<file path="config.mk">
export PLATFORM = sky130hd
export DESIGN_NAME = dmem_arbiter
export DESIGN_NICKNAME = d
export VERILOG_FILES = /design/src/rtl/dmem_arbiter_pkg.sv /design/src/rtl/dmem_arbiter_rr_pick2.sv /design/src/rtl/dmem_arbiter.sv
export SDC_FILE = /design/constraint.sdc
export NUM_CORES = 1
export LEC_CHECK = 0
export CAP_MARGIN = 20
export CORE_UTILIZATION = 35
export CTS_CLUSTER_SIZE = 40
export DETAILED_ROUTE_END_ITERATION = 7
export GPL_ROUTABILITY_DRIVEN = 1
export HOLD_SLACK_MARGIN = 0.03
export PLACE_DENSITY = 0.69
export SETUP_SLACK_MARGIN = 0.4
export SYNTH_ARGS = -nofsm -noshare
export SYNTH_HDL_FRONTEND = slang
export SYNTH_SLANG_ARGS = --single-unit
</file>
<file path="constraint.sdc">
create_clock -name clock -period 10.6 [get_ports clock]
set_input_delay 2.12 -clock clock [delete_from_list [all_inputs] [get_ports clock]]
set_output_delay 2.12 -clock clock [all_outputs]
set_load 0.01 [all_outputs]
</file>
<file path="src/rtl/dmem_arbiter_pkg.sv">
// -----------------------------------------------------------------------------
// dmem_arbiter_pkg
// Shared definitions for the two-port data-memory arbiter:
//   - state_t     : arbiter FSM encoding (IDLE / ISSUE / WAIT)
//   - PORT_CPU/AUX: requester indices (0 = processor, 1 = auxiliary master)
//   - LAT_W       : width of the read-latency down-counter (RD_LAT 1..4)
//   - lat_load()  : counter preload for a given read latency
// -----------------------------------------------------------------------------
package dmem_arbiter_pkg;

    typedef enum logic [1:0] {
        ST_IDLE  = 2'd0,
        ST_ISSUE = 2'd1,
        ST_WAIT  = 2'd2
    } state_t;

    localparam logic PORT_CPU = 1'b0;
    localparam logic PORT_AUX = 1'b1;

    localparam int LAT_W = 2;

    // WAIT lasts rd_lat cycles; the counter counts down to zero, so it is
    // preloaded with rd_lat-1 and the zero cycle is the capture cycle.
    function automatic logic [LAT_W-1:0] lat_load(input int rd_lat);
        return LAT_W'(rd_lat - 1);
    endfunction

endpackage

</file>
<file path="src/rtl/dmem_arbiter_rr_pick2.sv">
// -----------------------------------------------------------------------------
// dmem_arbiter_rr_pick2
// Combinational two-way picker used by the arbiter in its IDLE state.
//   i_req0, i_req1 : pending requests
//   i_last_owner   : port granted most recently
//   o_any          : at least one request pending
//   o_sel          : chosen port (meaningful only when o_any is high)
// FIXED_PRIO = 1 : port 0 wins ties; 0 : the port that was not last served wins.
// -----------------------------------------------------------------------------
module dmem_arbiter_rr_pick2
    import dmem_arbiter_pkg::*;
#(
    parameter int FIXED_PRIO = 0
) (
    input  logic i_req0,
    input  logic i_req1,
    input  logic i_last_owner,
    output logic o_any,
    output logic o_sel
);

    always_comb begin
        o_any = i_req0 | i_req1;
        o_sel = PORT_CPU;
        if (i_req0 && i_req1) begin
            o_sel = (FIXED_PRIO != 0) ? PORT_CPU : ~i_last_owner;
        end else if (i_req1) begin
            o_sel = PORT_AUX;
        end
    end

endmodule

</file>
<file path="src/rtl/dmem_arbiter.sv">
// -----------------------------------------------------------------------------
// dmem_arbiter
// Shares one single-port synchronous data memory between the processor
// (port 0) and an auxiliary master (port 1). One access is in flight at a time.
//
// Ports:
//   clock, reset           : system clock, asynchronous active-high reset
//   req0/1, we0/1          : level request and write flag per port
//   addr0/1, wdata0/1      : word address and write data per port
//   gnt0/1                 : one-cycle registered grant pulse
//   rvalid0/1, rdata0/1    : one-cycle read-valid pulse and held read data
//   address_dmem, data     : memory address / write data (registered)
//   wren                   : memory write enable, high only in ISSUE for writes
//   q_dmem                 : memory read data, valid RD_LAT cycles after ISSUE
//
// Timeline for a request sampled in IDLE cycle N:
//   N+1 ISSUE (gnt, wren for writes), write returns to IDLE at N+2,
//   read waits RD_LAT cycles and pulses rvalid at N+2+RD_LAT (state IDLE).
// -----------------------------------------------------------------------------
module dmem_arbiter
    import dmem_arbiter_pkg::*;
#(
    parameter int ADDR_W     = 12,
    parameter int DATA_W     = 32,
    parameter int RD_LAT     = 1,
    parameter int FIXED_PRIO = 0
) (
    input  logic              clock,
    input  logic              reset,
    input  logic              req0,
    input  logic              req1,
    input  logic              we0,
    input  logic              we1,
    input  logic [ADDR_W-1:0] addr0,
    input  logic [ADDR_W-1:0] addr1,
    input  logic [DATA_W-1:0] wdata0,
    input  logic [DATA_W-1:0] wdata1,
    output logic              gnt0,
    output logic              gnt1,
    output logic              rvalid0,
    output logic              rvalid1,
    output logic [DATA_W-1:0] rdata0,
    output logic [DATA_W-1:0] rdata1,
    output logic [ADDR_W-1:0] address_dmem,
    output logic [DATA_W-1:0] data,
    output logic              wren,
    input  logic [DATA_W-1:0] q_dmem
);

    state_t             r_state;
    logic [1:0]         r_gnt;
    logic [1:0]         r_rvalid;
    logic [DATA_W-1:0]  r_rdata [2];
    logic [ADDR_W-1:0]  r_addr;
    logic [DATA_W-1:0]  r_data;
    logic               r_wren;
    logic               r_owner;
    logic               r_last_owner;
    logic [LAT_W-1:0]   r_cnt;

    logic               w_any;
    logic               w_sel;
    logic [ADDR_W-1:0]  w_addr [2];
    logic [DATA_W-1:0]  w_wdata [2];
    logic [1:0]         w_we;

    assign w_addr[0]  = addr0;
    assign w_addr[1]  = addr1;
    assign w_wdata[0] = wdata0;
    assign w_wdata[1] = wdata1;
    assign w_we       = {we1, we0};

    dmem_arbiter_rr_pick2 #(
        .FIXED_PRIO (FIXED_PRIO)
    ) u_pick (
        .i_req0       (req0),
        .i_req1       (req1),
        .i_last_owner (r_last_owner),
        .o_any        (w_any),
        .o_sel        (w_sel)
    );

    // Single FSM; every output is a register so the memory and requesters
    // see glitch-free, edge-aligned signals.
    always_ff @(posedge clock or posedge reset) begin
        if (reset) begin
            r_state      <= ST_IDLE;
            r_gnt        <= '0;
            r_rvalid     <= '0;
            r_rdata[0]   <= '0;
            r_rdata[1]   <= '0;
            r_addr       <= '0;
            r_data       <= '0;
            r_wren       <= 1'b0;
            r_owner      <= PORT_CPU;
            r_last_owner <= PORT_AUX;   // so port 0 wins the first tie
            r_cnt        <= '0;
        end else begin
            // Pulses default low; they are raised for exactly one cycle below.
            r_gnt    <= '0;
            r_rvalid <= '0;
            r_wren   <= 1'b0;
            case (r_state)
                ST_IDLE: begin
                    if (w_any) begin
                        r_gnt[w_sel] <= 1'b1;
                        r_addr       <= w_addr[w_sel];
                        r_data       <= w_wdata[w_sel];
                        r_wren       <= w_we[w_sel];
                        r_owner      <= w_sel;
                        r_last_owner <= w_sel;
                        r_state      <= ST_ISSUE;
                    end
                end
                ST_ISSUE: begin
                    // r_wren still holds the write flag of the access being issued.
                    if (r_wren) begin
                        r_state <= ST_IDLE;
                    end else begin
                        r_cnt   <= lat_load(RD_LAT);
                        r_state <= ST_WAIT;
                    end
                end
                ST_WAIT: begin
                    // address_dmem is left untouched so the memory sees a stable address.
                    if (r_cnt == '0) begin
                        r_rdata[r_owner]  <= q_dmem;
                        r_rvalid[r_owner] <= 1'b1;
                        r_state           <= ST_IDLE;
                    end else begin
                        r_cnt <= r_cnt - 1'b1;
                    end
                end
                default: r_state <= ST_IDLE;
            endcase
        end
    end

    assign gnt0         = r_gnt[0];
    assign gnt1         = r_gnt[1];
    assign rvalid0      = r_rvalid[0];
    assign rvalid1      = r_rvalid[1];
    assign rdata0       = r_rdata[0];
    assign rdata1       = r_rdata[1];
    assign address_dmem = r_addr;
    assign data         = r_data;
    assign wren         = r_wren;

endmodule

</file>
==> flow_summary.ini, run 1 <==
[layout]
instances_no_fill = 841
drive_above_1_share_pct = 15.8
syn2layout_area_growth_pct = 63.8
finalInstanceArea_um2 = 8020
diodes = 0
final_nets = 779
num-fill-cells = 1148
final_util_pct = 59.6

[cts]
cts_max_path_buffers = 2
cts_resized = 0
postCtsSetupBuffers = 0
cts-root-buf = clkbuf_16
cts_tree = built
clk_pin_slew_ns = 0.05
cts_hold_buf = 0
clk-insertion-delay-late_ns = 0.40
cts_htree_levels = 4
numCtsBuffers = 17
cts_sinks = 119

[min_path]
hold_path_depth = 1
hold_path_startpoint = rdata0[23]$_DFFE_PP0P_
min_to = rdata0[23]$_DFFE_PP0P_
hold_class = flop to flop

[sta]
relSlewSlack_pct = 27.8
fin_setup_tns_ns = 0
skew_ns = 0.00867
slew_viol_final = 0
rsz0062_at_grt = no
finalHoldViolations = 0
fin_crit_sh_pct = 40.8
worst-slew-pin-transition_ns = 1.08
max_freq_mhz = 231
period_needed_ns = 4.32
setup_viol = 0

[placement]
dpl.hpwl_um = 9660
place_congestion = 0.764
portBuffers = 238
numPlacedInstances = 809
place_area_um2 = 7410

[critical_path]
worstPathArrival_ns = 4.55
cp-start-kind = input pin
required_ns = 10.83
r2r-start = r_state[0]$_DFFE_PP0P_
crit_fanout = 45
r2r_end = address_dmem[2]$_DFFE_PP0P_
r2r_cells = 4
crit_type = input pin to flop
endpoint_kind = flop
reg2reg_slack_ns = 7.91

[global_route]
antenna_found_initial = 0
grt_pass1_vias = 4341
grt_util_all_layers_pct = 19.7
grt_pass1_wl_um = 22000
grt_max_degree = 64
overflow = 0

[floorplanning]
die_y_um = 120
fp-row-count = 42
floorplan.initialDensity_pct = 36.4
coreArea_um2 = 13500
io_pins = 239
dieWidth_um = 120
dieArea_um2 = 14500

[drt]
avgViaCountPerCell = 5.04
vias = 4237
firstDrtPassIters = 4
wl_per_cell_um = 16.3
drtAntennaViolNets = 0
drt_wl_total_um = 13700
drc = 0
first_iter_violations = 212

[power]
vdd_ir_drop_max_mv = 0.114
p_per_area_nw_per_um2 = 302
leakagePower_nw = 3.33

[synthesis]
yosysMostFrequentCell = dfrtp_1
ys_ff_latch = 119
synth_edf_count = 0
ys_warn_count = 0
netlist_top_cells_count = dfrtp_1, nand2_1, mux2_2
synth_top_area_share_pct = 60.3
synth_seq_area_share_pct = 60.8
ys_types = 28
synth-main-ff-cell = dfrtp_1
synth_area_um2 = 4900
avgSynthCellArea_um2 = 11.6
synth_area_leaders = dfrtp_1, mux2_2, nand2_1
synth_nets = 549
syn-instance-count = 422
synth_top_cell_by_area = dfrtp_1
async_reset_ff_share_pct = 100

[job]
cap_violations = 0

[status]
run_status = finished clean
cell usage in the layout (no fill, tap or decap), types with 2 or more instances in the layout:
master,n
clkdlybuf4s50_1,238
dfrtp_1,118
nand2_1,93
mux2_2,63
a21oi_1,47
a31oi_1,45
clkbuf_16,17
inv_1,4
clkbuf_8,4
clkbuf_1,4
bufinv_16,3
buf_4,3
nor4b_1,2
nor2_1,2
clkinv_2,2
state kept, by name, summed over array words and instances (netlist names):
register	flops
r_cnt	2
rdata0	32
wren	1
rdata1	32
r_owner	1
r_rvalid	2
address_dmem	12
r_state	2
r_last_owner	1
data	32
r_gnt	2
per-stage QoR:
stage	power, mW	hold WS (ns)	setup WS (ns)
final	2.42	0.497	6.28
after floorplan	1.27	0.484	5.32
after global routing	2.57	0.512	6.12
after global placement	1.83	0.482	5.99
after CTS	2.45	0.503	6.30
after detailed placement	1.86	0.487	5.86
cells by family (layout without fill, tap and decap cells):
group / after synthesis / count (layout) / synth area share [%]
AOI/OAI and AO/OA: 98 / 98 / 11.6
and+or+nand+nor: 103 / 103 / 8.89
DFF: 119 / 119 / 60.8
buffers and inverters: 37 / 280 / 3.71
muxes: 64 / 64 / 14.7
adders and majority gates: 1 / 1 / 0.256
final cells by class:
cell class                 instances  area [um2]  share of cell area (%)
sequential                       119        2980                    37.2
timing repair buffer             242        2430                    30.3
multi-input combinational        266        1750                    21.8
clock buffer                      25         495                    6.18
tap                              176         220                    2.75
clock inverter                     7         116                    1.45
inverter                           6        25.0                   0.312
power breakdown:
part | total (mW) | internal [mW] | leakage [nW] | switching (mW)
clock | 0.581 | 0.394 | 0.297 | 0.187
sequential | 0.816 | 0.683 | 1.39 | 0.132
combinational | 1.03 | 0.599 | 1.64 | 0.429
layer usage:
metal / wire length, um / GRT usage (%) / vias to the layer above
met4: 311 / 8.64 / 0
li1: - / - / 1938
met5: 0 / 0 / -
met2: 6530 / 32.4 / 209
met3: 1320 / 6.98 / 22
met1: 5540 / 23.2 / 2068
worst max-delay path, stage by stage:
cell and delay [ns]:
clkdlybuf4s50_1 0.57, or2_2 0.73, nand2_1 0.26, inv_2 0.64
a31oi_1 0.19
worst max path at each step:
| stage | from | to | slack [ns] | cells after the start |
|---|---|---|---|---|
| 2_1_floorplan | reset | address_dmem[0]$_DFFE_PP0P_ | 5.32 | 1 |
| 3_3_place_gp | req0 | data[7]$_DFFE_PP0P_ | 5.99 | 5 |
| 3_5_place_dp | req0 | address_dmem[2]$_DFFE_PP0P_ | 5.86 | 5 |
| 4_1_cts | req0 | address_dmem[2]$_DFFE_PP0P_ | 6.30 | 5 |
| 5_1_grt | req0 | address_dmem[4]$_DFFE_PP0P_ | 6.12 | 5 |
| 6_report | req0 | address_dmem[2]$_DFFE_PP0P_ | 6.28 | 5 |
Note: power is estimated with default switching activity, not from simulation.
==> run 2, diff against run 1 <==
==> constraint.sdc (replaced) <==
create_clock -name clock -period 4.27 [get_ports clock]
set_input_delay 0.854 -clock clock [delete_from_list [all_inputs] [get_ports clock]]
set_output_delay 0.854 -clock clock [all_outputs]
set_load 0.01 [all_outputs]
==> run 2 against run 1 <==
  * Clock skew up 0.00088 ns
  * Flip-flop and latch count is the same
  * Register-to-register slack worse by 5.7 ns
  * Final area is 0.76% higher
  * Critical endpoint is now address_dmem[3]$_DFFE_PP0P_
  * Largest cell class unchanged
==> flow_summary.ini, run 2 (synthesized netlist as in run 1, its figures left out) <==
[layout]
final_nets = 783
final_common_cell = clkdlybuf4s50_1
drive_above_1_share_pct = 16.7
diodes = 0
layout_common_cells = clkdlybuf4s50_1, dfrtp_1, nand2_1
syn2layout_area_growth_pct = 65.0

[global_route]
grt_util_all_layers_pct = 20.1
overflow = 0
grt_pass1_wl_um = 22300
grtUsageMet3_pct = 8.35
grt_max_degree = 47
grt_pass1_vias = 4260
antenna_found_initial = 0
grt.busiest_layer = met2
met2_usage_pct = 33.4
use_met1_pct = 22.9

[critical_path]
crit_type = input pin to flop
endpoint_kind = flop
required_ns = 4.52
worstPathArrival_ns = 2.49
crit_fanout = 45
cp-start-kind = input pin

[sta]
period_needed_ns = 2.25
whs_ns = 0.499
rsz0062_at_grt = no
slew_viol_final = 0
max_freq_mhz = 445
worst-slew-pin-transition_ns = 0.942
relSlewSlack_pct = 37.2
setup_viol = 0
fin_crit_sh_pct = 52.6
finalHoldViolations = 0
skew_ns = 0.00954
fin_setup_tns_ns = 0

[cts]
cts_hold_buf = 0
cts_resized = 0
cts_sinks = 119
clk-insertion-delay-late_ns = 0.41
cts_tree = built
numCtsBuffers = 17
postCtsSetupBuffers = 0
clk_pin_slew_ns = 0.05
cts_htree_levels = 4
cts-root-buf = clkbuf_16
cts_max_path_buffers = 2

[power]
p_per_area_nw_per_um2 = 754
vdd_ir_drop_max_mv = 0.332
leakagePower_nw = 3.35

[drt]
drc = 0
first_iter_violations = 122
avgViaCountPerCell = 4.95
drtAntennaViolNets = 0
wl_per_cell_um = 16.5
firstDrtPassIters = 4
drt_wl_total_um = 14000
vias = 4179

[floorplanning]
dieWidth_um = 120
io_pins = 239
fp-row-count = 42
floorplan.initialDensity_pct = 36.4
dieArea_um2 = 14500
coreArea_um2 = 13500
die_y_um = 120

[placement]
place_congestion = 0.780
dpl.hpwl_um = 9680
portBuffers = 238

[status]
run_status = finished clean

[job]
cap_violations = 0

[min_path]
hold_class = flop to flop
-- run 2: cell count changes in the layout (fill, tap and decap cells not counted), sizes merged --
cell      previous run  this run
inv                  6         7
bufinv               3         4
clkinvlp             1         3
clkinv               3         4
buf                  4         8
clkbuf              25        20
-- run 2: layer usage --
layer	share of wire, %	vias to the layer above	wire, um
li1	-	1959	-
met5	0	-	0
met1	40	1989	5540
met2	48	210	6670
met3	11	21	1470
met4	1.9	0	272
-- run 2: worst paths after layout --
check	from	endpoint	slack [ns]	cells past startpoint
max	req0	address_dmem[3]$_DFFE_PP0P_	2.02	5
min	rdata1[29]$_DFFE_PP0P_	rdata1[29]$_DFFE_PP0P_	0.50	1
max reg2reg	r_cnt[0]$_DFFE_PP0P_	rdata0[20]$_DFFE_PP0P_	2.22	6
max in group asynchronous	reset	rdata1[11]$_DFFE_PP0P_	2.55	3
min in group asynchronous	reset	rdata0[15]$_DFFE_PP0P_	0.92	2
min reg2reg	rdata1[29]$_DFFE_PP0P_	rdata1[29]$_DFFE_PP0P_	0.50	1
-- run 2: stage by stage --
stage / area [um2] / setup WS [ns] / util (%) / std cells / total power, mW
global route: 8080 / 1.84 / 60.1 / 845 / 6.43
floorplan: 4900 / 1.96 / - / 422 / 3.16
detailed placement: 7450 / 1.56 / 55.4 / 813 / 4.62
CTS: 8080 / 2.00 / 60.1 / 845 / 6.16
global placement: 7420 / 1.50 / 55.2 / 812 / 4.55
finish: 8080 / 2.02 / 60.1 / 845 / 6.09
-- run 2: report_power, final --
| part | switching [mW] | total [mW] | internal [mW] |
|---|---|---|---|
| clock | 0.501 | 1.51 | 1.01 |
| combinational | 1.07 | 2.57 | 1.50 |
| sequential | 0.318 | 2.01 | 1.69 |
| total | 1.89 | 6.09 | 4.20 |
-- run 2: cell type report --
class / instances / area, um2
flip-flops and latches: 119 / 2980
well taps: 176 / 220
clock buffers: 20 / 457
inverters: 6 / 26.3
repair buffers: 246 / 2470
fillers: 1095 / 5370
clock inverters: 12 / 173
multi-input cells: 266 / 1750
-- run 2: worst max-delay path: stages --
cell	delay (ns)
clkdlybuf4s50_1	0.56
or2_2	0.17
nand2_1	0.11
inv_2	0.58
a31oi_1	0.17
